**config.mk**
```make
export PLATFORM = sky130hd
export DESIGN_NAME = wb_gpio_bank
export DESIGN_NICKNAME = d
export VERILOG_FILES = /design/src/rtl/wb_gpio_bank.sv
export SDC_FILE = /design/constraint.sdc
export NUM_CORES = 1
export LEC_CHECK = 0
export BUFFER_PORTS_ARGS = -buffer_cell sky130_fd_sc_hd__buf_2
export CAP_MARGIN = 5
export CORE_ASPECT_RATIO = 0.7
export CORE_MARGIN = 3
export CORE_UTILIZATION = 40
export DETAILED_ROUTE_END_ITERATION = 10
export PLACE_DENSITY = 0.7
export SLEW_MARGIN = 5
export SYNTH_ARGS = -nofsm -noshare
export SYNTH_HDL_FRONTEND = slang
export SYNTH_SLANG_ARGS = --single-unit
```
**constraint.sdc**
```tcl
create_clock -name clk_i -period 13.2 [get_ports clk_i]
set_input_delay 0.66 -clock clk_i [delete_from_list [all_inputs] [get_ports clk_i]]
set_output_delay 0.66 -clock clk_i [all_outputs]
set_load 0.005 [all_outputs]
```
**src/rtl/wb_gpio_bank.sv**
```systemverilog
// ----------------------------------------------------------------------------
// wb_gpio_bank
//   Wishbone B4 classic slave with NUM_OUT output registers, a synchronised
//   input port, sticky edge capture and a level interrupt. Every writable
//   register decodes a mode field from the address: write, set, clear, toggle.
//
//   Address layout (byte address):
//     adr_i[SB+1:SB]         mode (0 write, 1 set, 2 clear, 3 toggle)
//     adr_i[SB+2 +: RW]      register index R
//   Register map:
//     R <  NUM_OUT           OUT[R]  read/write
//     R == NUM_OUT           IN      read-only (synchronised gpio_in)
//     R == NUM_OUT+1         EDGE    sticky edge status
//     R == NUM_OUT+2         IEN     interrupt enable
//     anything else          unmapped -> err_o
//
// Ports
//   clk_i     bus clock, all state on posedge
//   reset     asynchronous, active-high reset
//   cyc_i, stb_i, we_i, adr_i, sel_i, dat_i   wishbone request
//   dat_o, ack_o, err_o                       registered wishbone response
//   rty_o     tied low
//   gpio_in   asynchronous inputs
//   gpio_out  register k drives slice [k*DATA_WIDTH +: DATA_WIDTH]
//   irq_o     registered level interrupt, |(EDGE & IEN)
// ----------------------------------------------------------------------------
module wb_gpio_bank #(
   parameter int                    DATA_WIDTH   = 32,
   parameter int                    SELECT_WIDTH = 4,
   parameter int                    ADR_WIDTH    = 8,
   parameter int                    NUM_OUT      = 2,
   parameter logic [DATA_WIDTH-1:0] RESET_PAT    = '0,
   parameter int                    SYNC_STAGES  = 2,
   parameter int                    EDGE_MODE    = 0
) (
   input  logic                          clk_i,
   input  logic                          reset,
   input  logic                          cyc_i,
   input  logic                          stb_i,
   input  logic                          we_i,
   input  logic [ADR_WIDTH-1:0]          adr_i,
   input  logic [SELECT_WIDTH-1:0]       sel_i,
   input  logic [DATA_WIDTH-1:0]         dat_i,
   output logic [DATA_WIDTH-1:0]         dat_o,
   output logic                          ack_o,
   output logic                          err_o,
   output logic                          rty_o,
   input  logic [DATA_WIDTH-1:0]         gpio_in,
   output logic [NUM_OUT*DATA_WIDTH-1:0] gpio_out,
   output logic                          irq_o
);

   localparam int G  = DATA_WIDTH / SELECT_WIDTH;
   localparam int SB = $clog2(SELECT_WIDTH);
   localparam int RW = $clog2(NUM_OUT + 3);
   localparam int QW = $clog2(SYNC_STAGES + 2);
   localparam logic [QW-1:0] QUIET_DONE = QW'(SYNC_STAGES + 1);

   typedef enum logic [1:0] {
      MODE_WRITE  = 2'd0,
      MODE_SET    = 2'd1,
      MODE_CLEAR  = 2'd2,
      MODE_TOGGLE = 2'd3
   } mode_e;

   // Registers
   logic [NUM_OUT-1:0][DATA_WIDTH-1:0]     r_out;
   logic [DATA_WIDTH-1:0]                  r_edge;
   logic [DATA_WIDTH-1:0]                  r_ien;
   logic [SYNC_STAGES-1:0][DATA_WIDTH-1:0] r_sync;
   logic [DATA_WIDTH-1:0]                  r_prev;
   logic [QW-1:0]                          r_quiet;
   logic [DATA_WIDTH-1:0]                  r_dat;
   logic                                   r_ack;
   logic                                   r_err;
   logic                                   r_irq;

   // Decode / datapath wires
   mode_e                 w_mode;
   logic [RW-1:0]         w_reg;
   logic                  w_is_out;
   logic                  w_is_in;
   logic                  w_is_edge;
   logic                  w_is_ien;
   logic                  w_err;
   logic                  w_term;
   logic                  w_wr;
   logic [DATA_WIDTH-1:0] w_cur;
   logic [DATA_WIDTH-1:0] w_new;
   logic [DATA_WIDTH-1:0] w_s;
   logic [DATA_WIDTH-1:0] w_rise;
   logic [DATA_WIDTH-1:0] w_fall;
   logic [DATA_WIDTH-1:0] w_hw_edge;
   logic                  w_edge_en;
   logic                  w_unused;

   // Only the mode and register-index bits of the address are decoded.
   assign w_unused = ^adr_i;

   assign w_mode = mode_e'(adr_i[SB+1:SB]);
   assign w_reg  = adr_i[SB+2 +: RW];

   // Applies the address mode to the selected granules only.
   function automatic logic [DATA_WIDTH-1:0] apply_mode(
      input logic [DATA_WIDTH-1:0]   old_v,
      input logic [DATA_WIDTH-1:0]   d,
      input mode_e                   mode,
      input logic [SELECT_WIDTH-1:0] sel
   );
      logic [DATA_WIDTH-1:0] mask;
      logic [DATA_WIDTH-1:0] v;
      for (int i = 0; i < SELECT_WIDTH; i++) begin
         mask[i*G +: G] = {G{sel[i]}};
      end
      case (mode)
         MODE_WRITE:  v = d;
         MODE_SET:    v = old_v | d;
         MODE_CLEAR:  v = old_v & ~d;
         default:     v = old_v ^ d;
      endcase
      return (old_v & ~mask) | (v & mask);
   endfunction

   // NOTE: every signal assigned in always_comb gets a default first; a path
   // that leaves one unassigned would infer a latch.
   always_comb begin
      w_is_out  = 1'b0;
      w_cur     = '0;
      for (int k = 0; k < NUM_OUT; k++) begin
         if (w_reg == RW'(k)) begin
            w_is_out = 1'b1;
            w_cur    = r_out[k];
         end
      end
      w_is_in   = (w_reg == RW'(NUM_OUT));
      w_is_edge = (w_reg == RW'(NUM_OUT + 1));
      w_is_ien  = (w_reg == RW'(NUM_OUT + 2));
      if (w_is_in)   w_cur = w_s;
      if (w_is_edge) w_cur = r_edge;
      if (w_is_ien)  w_cur = r_ien;
      // IN is read-only; everything outside the map errors either way.
      w_err = ~(w_is_out | w_is_edge | w_is_ien | (w_is_in & ~we_i));
   end

   assign w_new  = apply_mode(w_cur, dat_i, w_mode, sel_i);
   assign w_term = cyc_i & stb_i & ~r_ack & ~r_err;
   assign w_wr   = w_term & we_i & ~w_err;

   // Input path: s is the synchroniser output, p is s one cycle later.
   assign w_s       = r_sync[SYNC_STAGES-1];
   assign w_rise    = w_s & ~r_prev;
   assign w_fall    = ~w_s & r_prev;
   assign w_edge_en = (r_quiet == QUIET_DONE);
   assign w_hw_edge = !w_edge_en      ? '0     :
                      (EDGE_MODE == 0) ? w_rise :
                      (EDGE_MODE == 1) ? w_fall :
                                         (w_rise | w_fall);

   // Synchroniser, previous-value flop and post-reset quiet window. Right
   // after reset the zeroed chain would look like an edge for every input
   // that is already high, so edge detection stays off until the chain and
   // p have been refilled from gpio_in.
   always_ff @(posedge clk_i or posedge reset) begin
      if (reset) begin
         r_sync  <= '0;
         r_prev  <= '0;
         r_quiet <= '0;
      end else begin
         // NOTE: sequential state uses non-blocking assignments so every flop
         // samples the pre-edge value; this is what makes the chain shift.
         r_sync[0] <= gpio_in;
         for (int i = 1; i < SYNC_STAGES; i++) begin
            r_sync[i] <= r_sync[i-1];
         end
         r_prev <= w_s;
         if (r_quiet != QUIET_DONE) begin
            r_quiet <= r_quiet + 1'b1;
         end
      end
   end

   // Bus response and register file. A reset during a pending strobe simply
   // drops it: ack/err are cleared and the master has to re-issue.
   always_ff @(posedge clk_i or posedge reset) begin
      if (reset) begin
         // NOTE: the output register array is small and has a defined power-on
         // value, so it is reset like any other flop rather than left as RAM.
         r_out  <= {NUM_OUT{RESET_PAT}};
         r_edge <= '0;
         r_ien  <= '0;
         r_dat  <= '0;
         r_ack  <= 1'b0;
         r_err  <= 1'b0;
         r_irq  <= 1'b0;
      end else begin
         r_ack <= 1'b0;
         r_err <= 1'b0;
         if (w_term) begin
            if (w_err) begin
               r_err <= 1'b1;
               r_dat <= '0;
            end else begin
               r_ack <= 1'b1;
               r_dat <= we_i ? '0 : w_cur;
            end
         end

         for (int k = 0; k < NUM_OUT; k++) begin
            if (w_wr && w_is_out && (w_reg == RW'(k))) begin
               r_out[k] <= w_new;
            end
         end

         if (w_wr && w_is_ien) begin
            r_ien <= w_new;
         end

         // Hardware edges are ORed in after the software update, so a
         // clear and a new edge in the same cycle leave the bit set.
         r_edge <= ((w_wr && w_is_edge) ? w_new : r_edge) | w_hw_edge;

         r_irq <= |(r_edge & r_ien);
      end
   end

   assign gpio_out = r_out;
   assign dat_o    = r_dat;
   assign ack_o    = r_ack;
   assign err_o    = r_err;
   assign rty_o    = 1'b0;
   assign irq_o    = r_irq;

endmodule

```
==> results.json, run 1 <==
{
  "synth_area_leader_cell": "dfrtp_1",
  "hold_end": "r_sync[22]$_DFF_PP0_",
  "maxCapViolCount": 0,
  "path_class": "in -> reg",
  "finalHoldViolCount": 0,
  "nFillCells": 2801,
  "leakagePower_uw": 0.006938,
  "clock_sinks": 261,
  "grt_pass1_vias": 9427,
  "cts_resized": 0,
  "avgSynthCellArea_sq_um": 10.26,
  "ff2ff_path_depth": 7,
  "drt-wirelength-per-cell_um": 22.38,
  "detailed_place_hpwl_mm": 27.42,
  "power_per_cell_area_mw_per_mm2": 146.7,
  "drtIter0Drc": 1066,
  "grt_antenna_before_repair": 1,
  "root_buffer": "clkbuf_16",
  "vias": 9965,
  "slew_violations": 0,
  "fmax_ghz": 0.2626,
  "numPortBuffers": 176,
  "yosysSeqAreaShare_pct": 52.93,
  "min_from": "gpio_in[22]",
  "grt_setup_unrepaired": "false",
  "netlist_top_cells_count": "dfrtp_1 (261), nand2_1 (128), nor2_1 (105), a21oi_1 (72), clkbuf_1 (54)",
  "rrSetupSlack_ns": 10.36,
  "synth_cell_types": 61,
  "antenna_left": 0,
  "hold_ws_ns": 0.2186,
  "min_period_over_period_pct": 28.85,
  "fin_nets": 1446,
  "finalSetupTns_ns": 0,
  "setup_violations": 0,
  "worstPathRequired_ns": 13.62,
  "globalRouteOverflowTotal": 0,
  "grt_pass1_wl_mm": 59.47,
  "initial_core_util_pct": 40.90,
  "cts_made_buffers": 27,
  "cp-end-kind": "register",
  "ys_ff_latch": 261,
  "clock_path_buffers": 3,
  "htree_levels": 1,
  "first_pass_iters": 6,
  "yosysWarnings": 0,
  "grt_max_degree": 133,
  "cts_tree": "done",
  "totalWireLength_mm": 39.51,
  "reg2reg_to": "r_ien[26]$_DFFE_PP0P_",
  "arrival_ns": 4.23,
  "syn_nets": 1317,
  "die-width_um": 215.9,
  "post_cts_buffers": 0,
  "path_clk_slew_ns": 0.06,
  "rows": 53,
  "switchingPower_uw": 628.1,
  "drc": 0,
  "seqPwrFrac_pct": 46.8,
  "netSwitchingFraction_pct": 29.90,
  "async_flop_share_pct": 100.0,
  "syn2layout_area_growth_pct": 16.05,
  "vdd_drop_max_mv": 0.08028,
  "holdCritPathClass": "in -> reg",
  "globalplace.congestion": 0.8749,
  "synth_area_leaders": "dfrtp_1 (53%), nand2_1 (3.9%), ha_1 (3.3%)",
  "finalCriticalPeriod_ns": 3.808,
  "startpoint_type": "input port",
  "core_sq_mm": 0.03017,
  "rr_startpoint": "err_o$_DFF_PP0_",
  "seq_area_sq_mm": 0.006531,
  "multi_input_area_sq_mm": 0.005228,
  "min_path_cells": 1,
  "viasPerCell": 5.646,
  "tightest_slew_ns": 1.168,
  "clock_latency_ns": 0.55,
  "syn_area_sq_mm": 0.01234,
  "dieArea_sq_mm": 0.03303,
  "synthFlopType": "dfrtp_1",
  "status": "finished, final reports clean",
  "postCtsHoldBufs": 0,
  "max_slew_margin_pct": 22.13,
  "die_h_um": 153.0,
  "grt_usage_pct": 23.29,
  "skew_ns": 0.02323,
  "ios": 181,
  "drive_gt1_share_pct": 22.12,
  "synthCells": 1203,
  "clkPwrFrac_pct": 35.8,
  "pwr-share-comb_pct": 17.5,
  "internal_power_uw": 1472,
  "yosysTopAreaCellShare_pct": 52.93,
  "cp_max_fo": 35,
  "synth.most_common_cell": "dfrtp_1",
  "synth-edff-count": 0
}
-- flip-flops by register name (all words and copies together), names as in the netlist --
signal / cells
gpio_out: 64
dat_o: 32
r_edge: 32
r_ien: 32
r_prev: 32
r_sync: 32
w_s: 32
r_quiet: 2
ack_o: 1
err_o: 1
irq_o: 1
-- layout make-up --
cell class                 count  share of cell area, %
clock inverter                 9                 0.5242
inverter                      53                  1.442
timing repair buffer         189                  6.832
clock buffer                  40                  5.478
sequential                   261                  45.61
antenna                        1                0.01747
tap                          412                  3.600
multi-input combinational    800                  36.50
-- kinds of logic (layout without fill, tap and decap cells) --
kind of cell | Yosys count | after routing | synth area share (%)
AOI/OAI and AO/OA | 379 | 379 | 21.55
adders and majority gates | 33 | 33 | 3.346
buffers and inverters | 142 | 291 | 4.806
xor gates and xnor gates | 1 | 1 | 0.07099
muxes | 55 | 55 | 4.735
DFF | 261 | 261 | 52.93
other | 1 | 2 | 0.03039
and+or+nand+nor | 331 | 331 | 12.54
-- power groups by stage --
stage	sequential, uW	clock, uW	combinational, uW
final	983	751	367
after global routing	992	795	408
after CTS	980	762	365
after detailed placement	994	0	363
after global placement	991	0	352
after floorplan	967	0	217
-- worst max path at each step --
| stage | start | end | slack [ns] |
|---|---|---|---|
| floorplan | reset | ack_o$_DFF_PP0_ | 5.36 |
| global placement | adr_i[4] | gpio_out[20]$_DFFE_PP0P_ | 9.09 |
| detailed placement | adr_i[6] | gpio_out[23]$_DFFE_PP0P_ | 9.04 |
| CTS | adr_i[6] | gpio_out[23]$_DFFE_PP0P_ | 9.61 |
| global route | adr_i[4] | gpio_out[23]$_DFFE_PP0P_ | 9.22 |
| finish | adr_i[6] | gpio_out[20]$_DFFE_PP0P_ | 9.39 |
-- metal layers --
layer / GRT usage, % / routed length, um
met4: 5.623 / 992
met2: 30.26 / 15140
met3: 9.559 / 4893
met1: 35.60 / 18480
met5: 0 / 0
-- cell usage in the layout, fill, tap and decap left out, types with 28 or more instances in the layout --
| cell type | netlist | layout |
|---|---|---|
| a21oi_1 | 72 | 72 |
| a22o_1 | 32 | 32 |
| a31oi_1 | 33 | 33 |
| buf_2 | 22 | 176 |
| dfrtp_1 | 261 | 261 |
| ha_1 | 33 | 32 |
| inv_1 | 50 | 49 |
| mux2i_1 | 28 | 28 |
| nand2_1 | 128 | 127 |
| nand3b_1 | 38 | 38 |
| nor2_1 | 105 | 105 |
| o21ai_0 | 34 | 34 |
| o21ai_1 | 43 | 43 |
| o22ai_1 | 37 | 37 |
-- critical path, stage by stage --
cell and delay, ns:
buf_2 0.54, nand2b_1 0.93, o22ai_1 0.27, o22a_1 0.34
ha_1 0.33, nand2_1 0.05, o211a_1 0.15, o21ai_0 0.56
nand2_1 0.10, mux2_2 0.27
-- metrics by stage --
step	util (%)	setup slack [ns]	std cells	total power [uW]	cell area, sq um
after floorplan	-	5.357	1203	1184	12340
after global placement	44.61	9.094	1715	1344	13460
after detailed placement	44.61	9.041	1715	1357	13460
after CTS	47.46	9.608	1764	2107	14320
after global routing	47.46	9.215	1765	2195	14320
final	47.46	9.392	1765	2101	14320
No activity file was read; power rests on OpenSTA's default activity.
==> inputs of run 2 (changes only) <==
Clock period 13.2 ns to 3.8 ns, I/O delays scaled along.
==> run 2 against run 1 <==
Compared with the run above: die area unchanged; worst hold slack got worse by 0.13 ns; first-iteration DRC count increased by 23%; worst setup slack got worse by 8.4 ns; sequential share of layout area decreased by 2.2 points; largest power group unchanged; sequential power increased to 3.5 times the previous value; flip-flop and latch count unchanged; critical path type unchanged; non-clock buffer count increased by 61; clock skew decreased by 0.011 ns; core utilization increased by 2.4 points; routed wire length increased by 1.0%.
==> results.json, run 2 (same netlist as run 1, synthesis figures left out) <==
{
  "drive_gt1_share_pct": 23.55,
  "drt-wirelength-per-cell_um": 21.84,
  "largest_reg_flops": 64,
  "path_clk_slew_ns": 0.06,
  "cts_made_buffers": 27,
  "final_common_cell": "dfrtp_1",
  "vdd_drop_max_mv": 0.3046,
  "gr-usage-met1_pct": 36.42,
  "clock_path_buffers": 3,
  "detailed_place_hpwl_mm": 28.64,
  "skew_ns": 0.01237,
  "clock_latency_ns": 0.54,
  "max_slew_margin_pct": 22.02,
  "globalRouteOverflowTotal": 0,
  "fmax_ghz": 0.3583,
  "antenna_left": 0,
  "first_pass_iters": 5,
  "maxCapViolCount": 0,
  "final_cell_mix": "dfrtp_1 (261), buf_2 (176), nand2_1 (127), nor2_1 (105), a21oi_1 (72)",
  "leakagePower_uw": 0.007288,
  "arrival_ns": 3.20,
  "finalCriticalPeriod_ns": 2.791,
  "startpoint_type": "input port",
  "core_sq_mm": 0.03017,
  "cts_tree": "done",
  "p_total_uw": 7606,
  "numPortBuffers": 176,
  "htree_levels": 1,
  "clock_sinks": 261,
  "cp-end-kind": "register",
  "grt_pass1_vias": 9668,
  "cp_max_fo": 21,
  "finalHoldViolCount": 0,
  "totalWireLength_mm": 39.90,
  "grt_busiest_layer": "met1",
  "drtIter0Drc": 1310,
  "syn2layout_area_growth_pct": 21.85,
  "grt_usage_pct": 23.55,
  "rrSetupSlack_ns": 1.17,
  "vias": 10210,
  "finalSetupTns_ns": 0,
  "holdCritPathClass": "in -> reg",
  "dp_cells": 1743,
  "grt_max_degree": 137,
  "slew_violations": 0,
  "global_route.usage.met3_pct": 9.459,
  "initial_core_util_pct": 40.90,
  "die_h_um": 153.0,
  "rows": 53,
  "grt_pass1_wl_mm": 60.33,
  "worstPathRequired_ns": 4.21,
  "path_class": "in -> reg",
  "globalplace.congestion": 0.9228,
  "fin_nets": 1507,
  "post_cts_buffers": 0,
  "viasPerCell": 5.586,
  "status": "finished, final reports clean",
  "root_buffer": "clkbuf_16",
  "setup_violations": 0,
  "power_per_cell_area_mw_per_mm2": 505.8,
  "die-width_um": 215.9,
  "stdcell_count": 1827,
  "drc": 0,
  "cts_resized": 0,
  "grt_setup_unrepaired": "false",
  "ios": 181,
  "tightest_slew_ns": 1.170,
  "grt_use_met2_pct": 30.21,
  "min_period_over_period_pct": 73.44,
  "grt_antenna_before_repair": 1,
  "dieArea_sq_mm": 0.03303
}
-- run 2: what timing repair did --
action	4_1_cts	5_1_grt
hold buffers	33	0
hold endpoints to repair	159	0
endpoints found under the setup margin	0	0
-- run 2: final cells by class --
class / count / area (sq um)
clock inverter: 16 / 211.5
antenna: 1 / 2.502
tap: 412 / 515.5
sequential: 261 / 6531
timing repair buffer: 250 / 1594
multi-input combinational: 800 / 5228
inverter: 53 / 202.7
fill: 2743 / 15140
clock buffer: 34 / 752.0
-- run 2: power by group --
group          switching, uW  total, uW  internal (uW)
Sequential               321       3420           3100
Combinational            752       1320            573
Clock                   1120       2860           1740
Total                   2200       7610           5410
-- run 2: per-layer routing --
metal | vias up | share of wire, % | wire (um)
met5 | - | 0 | 0
met1 | 4941 | 47 | 18740
met3 | 63 | 12 | 4917
met2 | 503 | 38 | 15220
met4 | 0 | 2.6 | 1024
li1 | 4699 | - | -
-- run 2: critical path: stages --
cell and delay (ns):
buf_2 0.34, or3b_2 0.76, o22ai_1 0.45, inv_2 0.13
ha_1 0.31, nand2_1 0.05, a21boi_0 0.58, o21a_1 0.31
o21ai_1 0.08
-- run 2: stage by stage --
stage	hold slack, ns	utilization (%)	instance area, sq um	setup slack, ns
3_3_place_gp	0.1101	45.54	13740	0.6323
2_1_floorplan	0.2214	-	12340	0.1684
3_5_place_dp	0.1080	45.54	13740	0.5963
6_report	0.09114	49.84	15040	1.009
4_1_cts	0.04425	49.83	15030	1.143
5_1_grt	0.09940	49.84	15040	0.9281
-- run 2: final timing paths --
kind,startpoint,end,depth (start not counted)
worst max register to register,gpio_out[11]$_DFFE_PP0P_,r_ien[11]$_DFFE_PP0P_,9
worst min register to register,r_sync[30]$_DFF_PP0_,w_s[30]$_DFF_PP0_,0
worst max-delay path,adr_i[6],gpio_out[14]$_DFFE_PP0P_,9
worst min-delay path,we_i,ack_o$_DFF_PP0_,4
max in group asynchronous,reset,r_sync[21]$_DFF_PP0_,4
min in group asynchronous,reset,r_sync[15]$_DFF_PP0_,3
==> inputs of run 3 (changes only) <==
Settings changed: ABC_AREA set to 1, PLACE_DENSITY 0.7 to 0.72.
Clock period 3.8 ns to 2.4 ns, I/O delays scaled along.
==> run 3 against run 2 <==
Compared with the run above: via count is 14% higher; worst setup slack worse by 0.58 ns; final cell count increased by 20%; highest routed layer is now met5; flip-flop and latch count stayed put; combinational power up 19%; routed wire length rose by 1.4%; synthesized cell count increased by 29%.
==> results.json, run 3 <==
{
  "first_pass_iters": 6,
  "diodes": 0,
  "arrival_ns": 2.40,
  "netSwitchingFraction_pct": 28.09,
  "skew_ns": 0.02001,
  "final_cell_mix": "nand2_1 (680), dfrtp_1 (261), buf_2 (176), inv_1 (107), nor2_1 (69)",
  "switchingPower_uw": 3054,
  "vdd_drop_max_mv": 0.4910,
  "netlist_top_cells_count": "nand2_1 (680), dfrtp_1 (261), inv_1 (109), nor2_1 (71), nand4_1 (67)",
  "startpoint_type": "register",
  "totalWireLength_mm": 40.47,
  "root_buffer": "clkbuf_16",
  "synth_area_leaders": "dfrtp_1 (52%), nand2_1 (20%), nand4_1 (3.3%)",
  "syn_nets": 1666,
  "seqPwrFrac_pct": 45.4,
  "power_per_cell_area_mw_per_mm2": 706.9,
  "grt_max_degree": 68,
  "htree_levels": 1,
  "slew_violations": 0,
  "cts_tree": "done",
  "yosysTopAreaCellShare_pct": 51.50,
  "top_layer_used": "met5",
  "path_class": "reg -> reg",
  "drc": 0,
  "avgSynthCellArea_sq_um": 8.171,
  "grt_antenna_before_repair": 2,
  "globalRouteOverflowTotal": 0,
  "clock_sinks": 261,
  "synthCells": 1552,
  "cp_max_fo": 4,
  "synth-edff-count": 0,
  "clock_path_buffers": 3,
  "maxCapViolCount": 0,
  "dieArea_sq_mm": 0.03391,
  "status": "finished, final reports clean",
  "final_area_sq_mm": 0.01538,
  "core_sq_mm": 0.03064,
  "cts_made_buffers": 27,
  "grt_pass1_wl_mm": 62.36,
  "yosysSeqAreaShare_pct": 51.50,
  "syn2layout_area_growth_pct": 21.29,
  "largest_reg_flops": 64,
  "grt_usage_pct": 23.55,
  "wl_met1_mm": 17.37,
  "drt-wirelength-per-cell_um": 18.46,
  "synth_area_leader_cell": "dfrtp_1",
  "grt_pass1_vias": 11040,
  "leakagePower_uw": 0.008454,
  "cp-end-kind": "register",
  "clock_latency_ns": 0.56,
  "worstPathRequired_ns": 2.83,
  "fmax_ghz": 0.5077,
  "viasPerCell": 5.302,
  "min_period_over_period_pct": 82.07,
  "die_h_um": 155.0,
  "antenna_left": 0,
  "setup_violations": 0,
  "detailed_place_hpwl_mm": 28.89,
  "ios": 181,
  "internal_power_uw": 7819,
  "numPortBuffers": 176,
  "die-width_um": 218.8,
  "finalHoldViolCount": 0,
  "ys_ff_latch": 261,
  "initial_core_util_pct": 41.39,
  "vias": 11620,
  "fin_nets": 1874,
  "finalCriticalPeriod_ns": 1.970,
  "dpl_cell_area_sq_mm": 0.01414,
  "final_common_cell": "nand2_1",
  "pwr-share-comb_pct": 14.4,
  "p_total_uw": 10870,
  "hold_ws_ns": 0.04273,
  "post_cts_buffers": 0,
  "wl_met2_mm": 17.36,
  "path_clk_slew_ns": 0.06,
  "yosysWarnings": 0,
  "async_flop_share_pct": 100.0,
  "grt_setup_unrepaired": "false",
  "drtIter0Drc": 1247,
  "syn_area_sq_mm": 0.01268,
  "wl_met3_mm": 4.490,
  "clkPwrFrac_pct": 40.2,
  "synth.most_common_cell": "nand2_1",
  "drive_gt1_share_pct": 18.26,
  "globalplace.congestion": 0.8958,
  "holdCritPathClass": "in -> reg",
  "synth_cell_types": 26,
  "synthFlopType": "dfrtp_1",
  "rows": 53
}
[run 3: changes by cell type in the layout (fill, tap and decap cells not counted), moves of 33 or more]
cell and delta:
o22ai_1 -37, a31oi_1 -33, nand2_1 +553, inv_1 +58
a221oi_1 +35, nand4_1 +63, nand3b_1 -38, nor2_1 -36
a21oi_1 -39, o21ai_0 -33, nand3_1 +60, o21ai_1 -43
[run 3: critical path, cell delays in order, from the launching register on]
cell and delay [ns]:
dfrtp_1 0.40, nand4_1 0.10, nand2_1 0.05, nor2_1 0.19
nand3_1 0.19, ha_1 0.23, a221oi_1 0.28, nand2_1 0.08
nand2_1 0.07, nand2_2 0.09, nand2_1 0.07, nand2_1 0.08
[run 3: timing repair]
action	in CTS	in global routing
gates resized for setup	0	0
endpoints found under the setup margin	0	0
hold buffers	33	0
endpoints found under the hold margin	244	0
[run 3: final timing paths]
check                                         start                     to  slack [ns]  depth (start not counted)
max                        gpio_out[57]$_DFFE_PP0P_   r_edge[25]$_DFF_PP0_        0.43                         11
min                                           stb_i        ack_o$_DFF_PP0_        0.04                          4
max reg2reg                gpio_out[57]$_DFFE_PP0P_   r_edge[25]$_DFF_PP0_        0.43                         11
min reg2reg                    r_sync[23]$_DFF_PP0_      w_s[23]$_DFF_PP0_        0.34                          0
max in group asynchronous                     reset  dat_o[11]$_DFFE_PP0P_        1.56                          5
min in group asynchronous                     reset      w_s[24]$_DFF_PP0_        0.09                          3
[run 3: power groups by stage]
stage / Clock (uW) / Combinational (uW) / Sequential (uW)
after global routing: 4620 / 1760 / 4970
after global placement: 0 / 1470 / 5000
after CTS: 4450 / 1570 / 4930
after detailed placement: 0 / 1520 / 5010
after floorplan: 0 / 885 / 4960
final: 4370 / 1570 / 4940
[run 3: routing by layer]
metal,global-route usage [%],up-vias
met3,5.896,88
li1,-,5414
met2,35.34,597
met4,7.092,4
met5,0,-
met1,33.74,5520
[run 3: layout make-up]
| cell class | count | area [sq um] |
|---|---|---|
| Fill cell | 2878 | 15260 |
| Sequential cell | 261 | 6531 |
| Multi-Input combinational cell | 1095 | 5260 |
| Timing Repair Buffer | 258 | 1717 |
| Clock buffer | 34 | 742.0 |
| Tap cell | 412 | 515.5 |
| Inverter | 117 | 445.4 |
| Clock inverter | 15 | 170.2 |
[run 3: logic make-up after synthesis]
logic type | after synthesis | share of synthesized area (%)
and+or+nand+nor | 958 | 32.05
AOI/OAI and AO/OA | 102 | 6.038
DFF | 261 | 51.50
xor gates and xnor gates | 1 | 0.06908
adders and majority gates | 33 | 3.256
buffers and inverters | 196 | 7.055
other | 1 | 0.02957
[run 3: metrics by stage]
step	TNS, ns	setup slack [ns]	instances	util [%]
CTS	0	0.4554	2192	50.20
detailed placement	0	0.1898	2110	46.15
global route	0	0.2318	2192	50.20
global placement	0	0.2605	2110	46.15
finish	0	0.4303	2192	50.20
floorplan	-303.17	-1.162	1552	-
